## src/rtl/buzzer_tone_scheduler.sv

```systemverilog
// buzzer_tone_scheduler
// Shares one buzzer PWM datapath between N tone requesters. Pending requests
// are arbitrated round-robin. The winner's pitch index is mapped to a PWM
// period, and its note is timed in prescaled ticks. A silent gap follows each
// note before the next request is served.
//
// Ports
//   Clk50M        system clock
//   Rst_n         asynchronous active-low reset
//   req[N]        per-requester request, held until its grant pulse
//   pitch[5N]     pitch index, requester i at [5i+4:5i]
//   dur[8N]       note length in ticks, requester i at [8i+7:8i]
//   stop          synchronous abort of the current note or gap
//   grant[N]      one-hot, one-cycle acknowledge
//   busy          state is not IDLE
//   done          one-cycle pulse on the last cycle of a normally completed note
//   cnt_en        PWM enable
//   counter_arr   PWM period
//   counter_ccr   PWM compare, counter_arr >> 1
//
// state | meaning
// IDLE  | waiting for a request; arbitrates every cycle
// PLAY  | note sounding (or a timed rest), counting dur ticks
// GAP   | enforced silence, counting GAP_TICKS ticks
module buzzer_tone_scheduler #(
  parameter int N         = 4,
  parameter int TICK_DIV  = 500000,
  parameter int GAP_TICKS = 2
) (
  input  logic           Clk50M,
  input  logic           Rst_n,
  input  logic [N-1:0]   req,
  input  logic [5*N-1:0] pitch,
  input  logic [8*N-1:0] dur,
  input  logic           stop,
  output logic [N-1:0]   grant,
  output logic           busy,
  output logic           done,
  output logic           cnt_en,
  output logic [31:0]    counter_arr,
  output logic [31:0]    counter_ccr
);

  localparam int PTRW = (N > 1) ? $clog2(N) : 1;
  localparam int PREW = (TICK_DIV > 1) ? $clog2(TICK_DIV) : 1;
  localparam logic [PREW-1:0] PRE_LAST = PREW'(TICK_DIV - 1);
  localparam logic [7:0]      GAP_LOAD = 8'(GAP_TICKS);

  typedef enum logic [1:0] {IDLE = 2'd0, PLAY = 2'd1, GAP = 2'd2} state_t;

  state_t            state_q, state_d;
  logic [PTRW-1:0]   ptr_q, ptr_d;
  logic [PREW-1:0]   pre_q, pre_d;
  logic [7:0]        tick_q, tick_d;
  logic [N-1:0]      grant_q, grant_d;
  logic              done_q, done_d;
  logic              cnt_en_q, cnt_en_d;
  logic [31:0]       arr_q, arr_d;

  logic              win_found;
  logic [PTRW-1:0]   win_idx;
  logic [4:0]        sel_pitch;
  logic [7:0]        sel_dur;

  function automatic logic [31:0] pitch_to_arr(input logic [4:0] idx);
    logic [31:0] arr;
    case (idx)
      5'd0:    arr = 32'd191130;
      5'd1:    arr = 32'd170241;
      5'd2:    arr = 32'd151698;
      5'd3:    arr = 32'd143183;
      5'd4:    arr = 32'd127550;
      5'd5:    arr = 32'd113635;
      5'd6:    arr = 32'd101234;
      5'd7:    arr = 32'd95546;
      5'd8:    arr = 32'd85134;
      5'd9:    arr = 32'd75837;
      5'd10:   arr = 32'd71581;
      5'd11:   arr = 32'd63775;
      5'd12:   arr = 32'd56817;
      5'd13:   arr = 32'd50617;
      5'd14:   arr = 32'd47823;
      5'd15:   arr = 32'd42563;
      5'd16:   arr = 32'd37921;
      5'd17:   arr = 32'd35793;
      5'd18:   arr = 32'd31887;
      5'd19:   arr = 32'd28408;
      5'd20:   arr = 32'd25309;
      default: arr = 32'd0;   // rest
    endcase
    return arr;
  endfunction

  // Round-robin search: first set req bit at or above the pointer, wrapping.
  always_comb begin
    int j;
    win_found = 1'b0;
    win_idx   = '0;
    j         = 0;
    for (int k = 0; k < N; k++) begin
      j = int'(ptr_q) + k;
      if (j >= N) j = j - N;
      if (!win_found && req[j]) begin
        win_found = 1'b1;
        win_idx   = PTRW'(j);
      end
    end
  end

  always_comb begin
    state_d   = state_q;
    ptr_d     = ptr_q;
    pre_d     = pre_q;
    tick_d    = tick_q;
    grant_d   = '0;
    done_d    = 1'b0;
    cnt_en_d  = cnt_en_q;
    arr_d     = arr_q;
    sel_pitch = pitch[5*int'(win_idx) +: 5];
    sel_dur   = dur[8*int'(win_idx) +: 8];

    case (state_q)
      IDLE: begin
        if (win_found) begin
          grant_d[win_idx] = 1'b1;
          ptr_d = (int'(win_idx) == N-1) ? '0 : win_idx + 1'b1;
          pre_d = '0;
          if (sel_dur == 8'd0) begin
            // Zero-length note: acknowledge and complete at once, no PLAY.
            done_d   = 1'b1;
            cnt_en_d = 1'b0;
            tick_d   = GAP_LOAD;
            state_d  = (GAP_TICKS > 0) ? GAP : IDLE;
          end else begin
            state_d  = PLAY;
            tick_d   = sel_dur;
            arr_d    = pitch_to_arr(sel_pitch);
            cnt_en_d = (sel_pitch <= 5'd20);
          end
        end
      end
      PLAY, GAP: begin
        if (stop) begin
          state_d  = IDLE;
          cnt_en_d = 1'b0;
        end else if (pre_q == PRE_LAST) begin
          pre_d = '0;
          if (tick_q == 8'd1) begin
            cnt_en_d = 1'b0;
            if (state_q == PLAY && GAP_TICKS > 0) begin
              state_d = GAP;
              tick_d  = GAP_LOAD;
            end else begin
              state_d = IDLE;
            end
          end else begin
            tick_d = tick_q - 8'd1;
          end
        end else begin
          pre_d = pre_q + 1'b1;
        end
      end
      default: state_d = IDLE;
    endcase

    // done is registered, so it is raised when the coming cycle is the
    // final cycle of PLAY (this also covers the grant cycle itself).
    if (state_d == PLAY && pre_d == PRE_LAST && tick_d == 8'd1) done_d = 1'b1;
  end

  always_ff @(posedge Clk50M or negedge Rst_n) begin
    if (!Rst_n) begin
      state_q  <= IDLE;
      ptr_q    <= '0;
      pre_q    <= '0;
      tick_q   <= '0;
      grant_q  <= '0;
      done_q   <= 1'b0;
      cnt_en_q <= 1'b0;
      arr_q    <= '0;
    end else begin
      state_q  <= state_d;
      ptr_q    <= ptr_d;
      pre_q    <= pre_d;
      tick_q   <= tick_d;
      grant_q  <= grant_d;
      done_q   <= done_d;
      cnt_en_q <= cnt_en_d;
      arr_q    <= arr_d;
    end
  end

  assign grant       = grant_q;
  assign busy        = (state_q != IDLE);
  assign done        = done_q;
  assign cnt_en      = cnt_en_q;
  assign counter_arr = arr_q;
  assign counter_ccr = {1'b0, arr_q[31:1]};

endmodule

```

## config.mk

```make
export PLATFORM = sky130hd
export DESIGN_NAME = buzzer_tone_scheduler
export DESIGN_NICKNAME = d
export VERILOG_FILES = /design/src/rtl/buzzer_tone_scheduler.sv
export SDC_FILE = /design/constraint.sdc
export NUM_CORES = 1
export LEC_CHECK = 0
export ABC_AREA = 0
export CORE_UTILIZATION = 54
export CTS_CLUSTER_DIAMETER = 150
export DETAILED_ROUTE_END_ITERATION = 10
export GPL_ROUTABILITY_DRIVEN = 0
export PLACE_DENSITY = 0.89
export SYNTH_ARGS = -nofsm -noshare
export SYNTH_HDL_FRONTEND = slang
export SYNTH_SLANG_ARGS = --single-unit
```

## constraint.sdc

```tcl
create_clock -name Clk50M -period 4.3 [get_ports Clk50M]
set_input_delay 0.86 -clock Clk50M [delete_from_list [all_inputs] [get_ports Clk50M]]
set_output_delay 0.86 -clock Clk50M [all_outputs]
set_load 0.02 [all_outputs]
```

Yosys cells after proc, flatten, opt, wreduce, memory -nomap -nowiden
Memory sizes are Yosys's and may differ from the RTL's. A register that Yosys moved wholly into a read port is not among the register bits.
Index checks and enable logic that the tools add are counted.
{"block": "totals", "memories": 1, "ramBits": 0, "out_inout_bits": 71, "regBits": 69, "latch_bits": 0, "input_bits": 59, "elab_cells": 120, "romBits": 576}
{"memory": "(name not given)", "depth": 32, "word_bits": 18, "read_ports": 1, "rd_clocked_by_memory_dff": 1, "wr": 0, "line_no": "67", "text": "case (idx)"}
{"block": "classes", "n_shift": 2, "add_sub_neg": 10, "n_eq_ne": 11, "n_mul": 1, "n_mux": 57, "n_div": 0, "n_lt_le_gt_ge": 11, "reduce_logical": 18, "bitwise_logic": 1}
{"operator": "< comparator 32 x 4 -> 1 bit, second input constant", "count": 4}
{"operator": "two-way mux 32 bit", "count": 4}
{"operator": "two-way mux 19 bit", "count": 3}
{"operator": "two-way mux 8 bit", "count": 6}
{"operator": "== test 19 bit, second input constant", "count": 2}
{"operator": "one-hot mux 19 bit (2 select lines)", "count": 1}
{"operator": "variable part select 32 x 6 -> 8 bit", "count": 1}
{"operator": "two-way mux 1 bit", "count": 22}
{"operator": "two-way mux 2 bit", "count": 11}
{"operator": "variable part select 20 x 6 -> 5 bit", "count": 1}
{"operator": "adder 19 x 1 -> 19 bit, second input constant", "count": 1}
{"operator": "== test 8 x 1 -> 1 bit, second input constant", "count": 2}
{"operator": "one-hot mux 8 bit (2 select lines)", "count": 1}
{"operator": "subtractor 3 x 3 -> 4 bit, second input constant", "count": 3}
{"operator": ">= comparator 3 bit, second input constant", "count": 3}
{"operator": "binary-select mux 1 bit (select 2 bit)", "count": 4}
{"operator": "zero test 8 bit", "count": 1}
{"operator": "two-way mux 4 bit", "count": 2}
{"operator": "subtractor 8 x 1 -> 8 bit, second input constant", "count": 1}
{"operator": "adder 2 x 2 -> 3 bit, second input constant", "count": 2}
{"operator": "== test 2 x 1 -> 1 bit, second input constant", "count": 3}
{"operator": "logical AND 1 bit", "count": 6}
{"operator": "inequality test 3 bit, second input constant", "count": 2}
{"operator": "less-or-equal comparator 5 bit, second input constant", "count": 1}
{"operator": "other kinds (20)", "count": 24}

Depth between registers and ports, before layout
Gate-level depths: netlist of run 1.
{"block": "depth", "ltp_word": 24, "mapped_depth": 15, "depth_no_buf": 12}

Worst setup path before layout of run 1
No wires, ideal clock.
{"block": "synth_timing", "kind": "input to register", "startpoint": "in req[3]", "endpoint": "reg arr_q[12] (netlist: counter_arr[12])", "arrival_ns": 3.220, "cell_stages": 13, "t_required_ns": 4.235, "setup_ns": 0.065, "path_slack_ns": 1.015, "path_buffers": 3, "cell_sequence": "nor2b_1 -> a21o_1 -> a21o_1 -> buf_6 -> buf_6 -> buf_6 -> mux2i_1 -> mux2_2 -> ha_1 -> inv_1 -> mux4_2 -> o221ai_1 -> o21a_1"}
{"block": "synth_via", "elab_chain_len": 17, "word_cells_on_any_way": 32, "cone_classes": "mul: 1; shift: 2; mux: 20; bitwise: 1; reduce/logical: 8"}
{"element": "start: declaration", "line_no": "32", "text": "input logic [N-1:0] req,"}
{"element": "parallel branches: the longest is 17 deep, another holds binary-select mux 1 bit (select 2 bit)"}
{"element": "end: declaration", "line_no": "58", "text": "logic [31:0] arr_q, arr_d;"}
Parallel ways; which one is timed is not known. The select of a mux whose other input is x is not followed.
A chain may end at the register's enable or synchronous reset.

Worst setup path after layout of run 1
{"block": "layout_timing", "startpoint": "in req[3]", "endpoint": "reg arr_q[17] (netlist: counter_arr[17])"}
Same word-level chain as after synthesis.

==> results of run 1 <==
==> report_power, final <==
group / total [mW] / internal, mW / switching [mW]
Sequential: 0.840 / 0.674 / 0.166
Clock: 0.354 / 0.176 / 0.178
Combinational: 2.31 / 0.971 / 1.34
Total: 3.51 / 1.82 / 1.68
==> path summary, 6_finish.rpt <==
path / cells after the start / startpoint / endpoint
hold reg to reg: 2 / counter_arr[0] / counter_arr[0]
max in group asynchronous: 2 / Rst_n / counter_arr[9]
setup / recovery: 11 / req[3] / counter_arr[17]
setup reg to reg: 10 / state_q[0] / done
hold / removal: 1 / Rst_n / grant[2]
min in group Clk50M: 2 / counter_arr[0] / counter_arr[0]
==> cells in the mapped netlist (9+ instances only) <==
master and count:
o21ai_0 25, and3_1 9, ha_1 19, dfrtp_1 55, inv_1 20, a31oi_1 10, mux2_2 11, nor3_1 16
clkbuf_1 11, buf_2 11, buf_4 48, nor2_1 30, nand2_1 61, mux2i_1 28, nand3_1 16, a21oi_1 25
o21ai_1 14
==> registers in the layout, summed over array words and instances, names as in the netlist <==
| signal | count |
|---|---|
| cnt_en | 1 |
| counter_arr | 18 |
| done | 1 |
| grant | 4 |
| pre_q | 19 |
| ptr_q | 2 |
| state_q | 2 |
| tick_q | 8 |
==> cell type report <==
cell class                      count  area, sq um  share of cell area
Multi-Input combinational cell    433         2920               0.510
Clock inverter                      2         38.8             0.00678
Clock buffer                        6         72.6              0.0127
Inverter                           22         82.6              0.0144
Sequential cell                    55         1380               0.241
Tap cell                          105          131              0.0230
Timing Repair Buffer              112         1100               0.192
==> cells in the final DEF, fill, tap and decap left out, types with 8 or more instances in the layout <==
cell type	n
conb_1	29
ha_1	19
a31oi_1	10
mux2_2	11
nand3_1	16
clkdlybuf4s50_1	99
mux2i_1	28
nand2_1	61
o211ai_1	8
dfrtp_1	55
o21ai_1	14
and3_1	9
a21oi_1	25
nor2_1	30
nor3_1	16
inv_1	20
o21ai_0	25
buf_4	11
==> layer usage <==
metal,GRT usage,routed length (um),vias to the layer above
met5,0,0,-
met2,0.527,6600,235
met1,0.364,5230,2222
li1,-,-,2108
met4,0.0846,309,0
met3,0.0419,888,39
==> per-stage QoR <==
| stage | area (sq um) | cells |
|---|---|---|
| 2_1_floorplan | 4880 | 585 |
| 3_3_place_gp | 5610 | 727 |
| 3_5_place_dp | 5610 | 727 |
| 4_1_cts | 5720 | 735 |
| 5_1_grt | 5720 | 735 |
| 6_report | 5720 | 735 |
==> cell families (layout without fill, tap and decap cells) <==
kind of cell | Yosys count | after routing | share of synthesized area
compound gates | 147 | 147 | 0.211
xor+xnor | 8 | 8 | 0.0147
fa+ha+maj | 19 | 19 | 0.0498
buf+inv | 97 | 142 | 0.123
flops | 55 | 55 | 0.288
mux | 44 | 44 | 0.102
other cells | 1 | 29 | 0.000785
simple gates | 186 | 186 | 0.211
==> summary.txt, run 1 <==
Outcome
  • Status: complete, no violations

Clock network
  • Clock transition at path regs: 0.10 ns
  • Post-CTS Setup Bufs: 0
  • Deepest level of the CTS H-tree: 2
  • Resize count post-CTS: 0
  • CTS Hold Bufs: 0
  • Clk buf depth: 2
  • Later-pin clock latency in the skew report: 0.32 ns
  • CTS Buf Count: 5
  • CTS Root Cell: clkbuf_8
  • CTS tree: yes
  • TritonCTS Sinks: 55

Yosys
  • Number of flops mapped to enable cells by yosys: 0
  • Synth top area cells: dfrtp_1 (29%), buf_4 (7.5%), mux2i_1 (5.9%), ha_1 (5.0%), nand2_1 (4.8%)
  • Synth Flop Type: dfrtp_1
  • Seq cells post-synth: 55
  • Yosys top cell area share: 0.288
  • Cells after Synth: 557
  • Yosys top cell by area: dfrtp_1
  • Sequential element share of the synthesized area: 0.288
  • Avg Cell Area, Syn: 8.58 sq um
  • Async SR Flop Fraction: 1.00
  • Netlist cell types: 79
  • Yosys warning total: 0
  • Synthesized area: 0.00478 sq mm

Floorplan
  • Die H: 96.1 um
  • Chip Width: 96.1 um
  • Rows: 33
  • IO Count: 130
  • Core area: 0.00838 sq mm
  • Die area: 0.00923 sq mm
  • Initial core utilization: 0.570

Hold path
  • Min-Delay Path Class: in2async

Timing
  • Setup ws final: 0.488 ns
  • Total Neg Setup Slack: 0 ns
  • Finish-stage setup viols: 0
  • Max-slew violation count: 0
  • Hold WS: 0.465 ns
  • Worst Skew: 0.0136 ns
  • Worst slew pin tran: 0.629 ns
  • Max frequency: 262 MHz
  • Fin crit share: 0.886
  • Min Tclk post-route: 3.81 ns
  • Slew HR: 0.581
  • Fin. Hold Viols: 0
  • RSZ-0062 raised after global routing: false

Detailed routing
  • DRC errors left: 0
  • ANT nets after route: 0
  • DR pass1 iterations: 5
  • WL/cell: 17.7 um
  • Number of DRC markers in iteration 0: 403
  • Vias/cell: 6.26
  • Routed WL: 13.0 mm
  • Total number of vias: 4604

Worst setup path
  • Crit-path leading delay family: compound AO/OA/AOI/OAI gates
  • Crit path max fanout: 32
  • Buf+Inv Stages, Crit Path: 3
  • Worst EP required: 4.52 ns
  • Crit end category: flip-flop
  • Worst Setup Path Type: in2reg
  • Most common cell on crit path: a21o_1
  • WP data arrival: 4.03 ns
  • Register-to-Register Setup Slack: 0.92 ns
  • CP Launch Type: input port
  • Critical Path Max Stage Delay: 0.53 ns
  • Slowest stage cell, crit path: o211ai_1
  • Critical-path cell list: clkdlybuf4s50_1, nor2b_1, a21o_1, a21o_1, buf_12, mux2i_1, a2111oi_0, o211ai_1, nand3_1, buf_4, o31ai_1

Global route
  • Congestion Overflow GR: 0
  • Vias in the first global route: 4390
  • Tot GR Track Use: 0.294
  • Global-route wire length before repair: 21.2 mm
  • Initial antenna violation count: 0
  • Largest net degree at the start of global routing: 38

Finish
  • Nets: 707
  • Filler cell count: 658
  • Share of cells above drive strength 1: 0.0857
  • Fin util: 0.682
  • Area Growth Syn to Fin: 19.7%
  • N_diodes: 0

Pwr
  • Leakage power: 2.45 nW
  • Total chip power: 3.51 mW
  • PD cells: 613 mW/mm^2
  • Worst vdd ir: 0.536 mV

Place
  • # port buffers: 100
  • Post-DP HPWL: 9.69 mm
  • Setup slack at placement: 0.263 ns

Job
  • Maxcap violations: 0
Power figures use the tool's default switching activity.
==> run 2, diff against run 1 <==
--- a/config.mk
+++ b/config.mk
@@ -10,7 +10,7 @@
 export CTS_CLUSTER_DIAMETER = 150
 export DETAILED_ROUTE_END_ITERATION = 10
 export GPL_ROUTABILITY_DRIVEN = 0
-export PLACE_DENSITY = 0.89
+export PLACE_DENSITY = 0.95
 export SYNTH_ARGS = -nofsm -noshare
 export SYNTH_HDL_FRONTEND = slang
 export SYNTH_SLANG_ARGS = --single-unit
==> summary.txt, run 2 (synthesized netlist as in run 1, its figures left out) <==
Finish
  • Fin util: 0.680
  • Area Growth Syn to Fin: 19.2%
  • N_diodes: 0
  • Most flops, register: pre_q
  • Commonest non-fill, non-tap cells in the layout: clkdlybuf4s50_1 (99), nand2_1 (61), dfrtp_1 (55)
  • Max reg flops: 19
  • Most common cell after layout, fill and taps aside: clkdlybuf4s50_1
  • Nets: 708
  • Share of cells above drive strength 1: 0.0872

Floorplan
  • Chip Width: 96.1 um
  • Die H: 96.1 um
  • Initial core utilization: 0.570
  • Rows: 33
  • Die area: 0.00923 sq mm
  • IO Count: 130
  • Core area: 0.00838 sq mm

Detailed routing
  • Vias/cell: 6.39
  • WL/cell: 18.3 um
  • ANT nets after route: 0
  • DRC errors left: 0
  • Metal1 wirelength: 5.12 mm
  • DR pass1 iterations: 5
  • Total number of vias: 4703
  • Met2 routed WL: 6.67 mm
  • Number of DRC markers in iteration 0: 387
  • Routed WL: 13.5 mm
  • Max layer used: met4
  • WL met3: 1.24 mm

Clock network
  • Resize count post-CTS: 0
  • Post-CTS Setup Bufs: 0
  • Clock transition at path regs: 0.11 ns
  • Deepest level of the CTS H-tree: 2
  • TritonCTS Sinks: 55
  • CTS tree: yes
  • Later-pin clock latency in the skew report: 0.31 ns
  • CTS Root Cell: clkbuf_8
  • Clk buf depth: 2
  • CTS Buf Count: 5
  • CTS Hold Bufs: 0

Worst setup path
  • Critical-path cell list: clkdlybuf4s50_1, nor2b_1, a21o_1, a21o_1, buf_4, mux2i_1, a211oi_1, o211ai_1, a31oi_1, a311oi_1, a31o_1
  • Crit end category: flip-flop
  • Crit path max fanout: 13
  • Slowest stage cell, crit path: clkdlybuf4s50_1
  • Worst EP required: 4.55 ns
  • RR Startpoint: state_q[0]
  • Critical Path Max Stage Delay: 0.52 ns
  • CP Launch Type: input port
  • Crit-path leading delay family: compound AO/OA/AOI/OAI gates
  • Worst Setup Path Type: in2reg
  • Most common cell on crit path: a21o_1
  • Critical path origin: req[3]
  • Buf+Inv Stages, Crit Path: 2
  • WP data arrival: 4.05 ns

Timing
  • Worst Skew: 0.0104 ns
  • Max frequency: 263 MHz
  • RSZ-0062 raised after global routing: false
  • Worst slew pin tran: 0.739 ns
  • Setup ws final: 0.504 ns
  • Max-slew violation count: 0
  • Total Neg Setup Slack: 0 ns
  • Fin crit share: 0.883
  • Min Tclk post-route: 3.80 ns
  • Slew HR: 0.507
  • Finish-stage setup viols: 0
  • Fin. Hold Viols: 0

Pwr
  • Total chip power: 3.49 mW
  • Worst vdd ir: 0.442 mV
  • Leakage power: 2.44 nW
  • PD cells: 613 mW/mm^2

Job
  • Maxcap violations: 0

Global route
  • Global-route wire length before repair: 21.8 mm
  • Tot GR Track Use: 0.303
  • Initial antenna violation count: 0
  • Vias in the first global route: 4527
  • Largest net degree at the start of global routing: 38
  • Congestion Overflow GR: 0

Place
  • Setup slack at placement: 0.262 ns
  • Post-DP HPWL: 10.4 mm
  • # port buffers: 100

Hold path
  • Min-Delay Path Class: in2async

Outcome
  • Status: complete, no violations
run 2: worst register-to-register path, stage by stage (launching register included):
cell      delay (ns)
dfrtp_1         0.43
inv_1           0.07
ha_1            0.60
nand2b_1        0.39
a21oi_4         0.48
a21oi_1         0.13
or3_1           0.36
nor4b_1         0.41
and4_1          0.26
and3_1          0.16
a31o_1          0.14
run 2: report_power, final:
part	switching (mW)	internal, mW
clock	0.175	0.133
sequential	0.176	0.674
combinational	1.36	0.976
total	1.71	1.78
run 2: routing by layer:
metal,vias up,track usage
met4,0,0.128
met1,2228,0.367
met5,-,0
li1,2112,-
met3,58,0.0490
met2,305,0.531
run 2: final timing paths:
path                                       end  slack, ns  depth (start not counted)
worst max-delay path                      done       0.50                         11
worst min-delay path                  grant[1]       0.48                          1
worst max register to register            done       0.81                         10
worst min register to register  counter_arr[4]       0.53                          2
max in group asynchronous           state_q[1]       2.96                          2
min in group Clk50M             counter_arr[4]       0.53                          2
run 2: layout make-up:
class	count	area, sq um
Sequential cell	55	1380
Timing Repair Buffer	113	1090
Tap cell	105	131
Multi-Input combinational cell	433	2920
Clock buffer	7	86.3
Inverter	22	82.6
Fill cell	639	2680
Clock inverter	1	8.76
run 2: through the flow:
stage | instances | hold slack, ns | cell area [sq um]
4_1_cts | 736 | 0.485 | 5700
2_1_floorplan | 585 | 0.459 | 4880
3_3_place_gp | 728 | 0.484 | 5600
6_report | 736 | 0.479 | 5700
5_1_grt | 736 | 0.506 | 5700
3_5_place_dp | 728 | 0.493 | 5600
==> patch, RTL diff (flow settings as in run 1) <==
Re-encode `state_t` (3 states) as one-hot, 3 bits wide.
--- a/src/rtl/buzzer_tone_scheduler.sv
+++ b/src/rtl/buzzer_tone_scheduler.sv
@@ -46,7 +46,7 @@
   localparam logic [PREW-1:0] PRE_LAST = PREW'(TICK_DIV - 1);
   localparam logic [7:0]      GAP_LOAD = 8'(GAP_TICKS);
 
-  typedef enum logic [1:0] {IDLE = 2'd0, PLAY = 2'd1, GAP = 2'd2} state_t;
+  typedef enum logic [2:0] {IDLE = 3'b001, PLAY = 3'b010, GAP = 3'b100} state_t;
 
   state_t            state_q, state_d;
   logic [PTRW-1:0]   ptr_q, ptr_d;
Formal check against the unedited RTL: no difference found for any inputs over 4 cycles, from zero or initial values and one cycle with Rst_n low; so few cycles prove little.
==> patch against run 1 <==
  * Setup slack worse by 0.048 ns
  * Routed wire length increased by 9.1%
  * Synthesized cell count increased by 7.7%
  * Power grew 11%
  * Area after synthesis increased by 1.4%
  * Cell count rose by 6.5%
  * Sequential power is 5.1% higher
  * Combinational power increased by 17%
  * Global-route usage is 0.55 points higher
  * Non-clock buffer count increased by 7
  * Sequential cell count rose by 1
  * Cell area increased by 2.0%
  * Largest cell class unchanged
  * Highest routed layer unchanged
==> patch: results (changes against run 1) <==
[critical_path]
cp_slowest_stage_delay_ns=0.60  ; +0.07 ns
worstSetupEndpoint=counter_arr[6]

[sta]
fin_hold_ws_ns=0.517  ; +0.0521 ns
timing.final.ws_setup_ns=0.441  ; -0.0478 ns
maxSlewHeadroom=0.450  ; -0.131
fin_skew_ns=0.0217  ; +0.00808 ns

[routing]
routedWlPerCell_um=18.2  ; +2.5%
drt_pass1_iterations=6  ; +1
drt-vias-per-instance=6.59  ; +5.2%
met3_length_mm=1.49  ; +68%

[place]
dp_hpwl_mm=10.6  ; +9.0%
pre_cts_slack_ns=0.296  ; +0.0331 ns

[pwr]
powerDensity_nw_per_um2=669  ; +9.1%
p_int_w=0.00194  ; +6.6%
ir_worst_vdd_mv=0.258  ; -52%

[synth]
synth_sequential_area_ratio=0.290  ; +0.00156
yosys-top-cells-area=dfrtp_1, buf_4, o21ai_0
synth-xor-area-share=0.00904  ; -0.00562
synth-compound-area-share=0.248  ; +0.0377
yosysUniqueCellTypes=81  ; +2.5%
syn_area_per_cell_sq_um=8.07  ; -5.9%

[global_routing]
grt_start_max_net_pins=36  ; -5.3%

[final_layout]
drive_above_1_share=0.0800  ; -0.00571
fillCellCount=666  ; +1.2%

[status]
status=completed

## patch: changes by cell type after synthesis, sizes merged, moves of 5 or more
| cell | run 1 | this run |
|---|---|---|
| nand3 | 16 | 36 |
| mux2i | 28 | 15 |
| and3 | 9 | 21 |
| clkbuf | 11 | 23 |
| a211oi | 7 | 18 |
| nand2 | 61 | 51 |
| nor2 | 30 | 40 |
| o21ai | 40 | 49 |
| mux2 | 14 | 6 |
| nand4 | 6 | 14 |
| buf | 64 | 57 |
| a21oi | 26 | 21 |
| inv | 22 | 17 |
| o31ai | 7 | 12 |
## patch: layout make-up
| cell class | count | share of cell area |
|---|---|---|
| repair buffers | 119 | 0.195 |
| clock buffers | 8 | 0.0154 |
| multi-input cells | 475 | 0.515 |
| inverters | 17 | 0.0109 |
| flip-flops and latches | 56 | 0.240 |
| well taps | 108 | 0.0232 |
## patch: critical path: cells and delay by family
kind,cells,cell delay [ns]
and+or+nand+nor,5,1.15
buffers and inverters,2,0.72
adders and majority gates,1,0.29
AOI/OAI and AO/OA,4,1.04
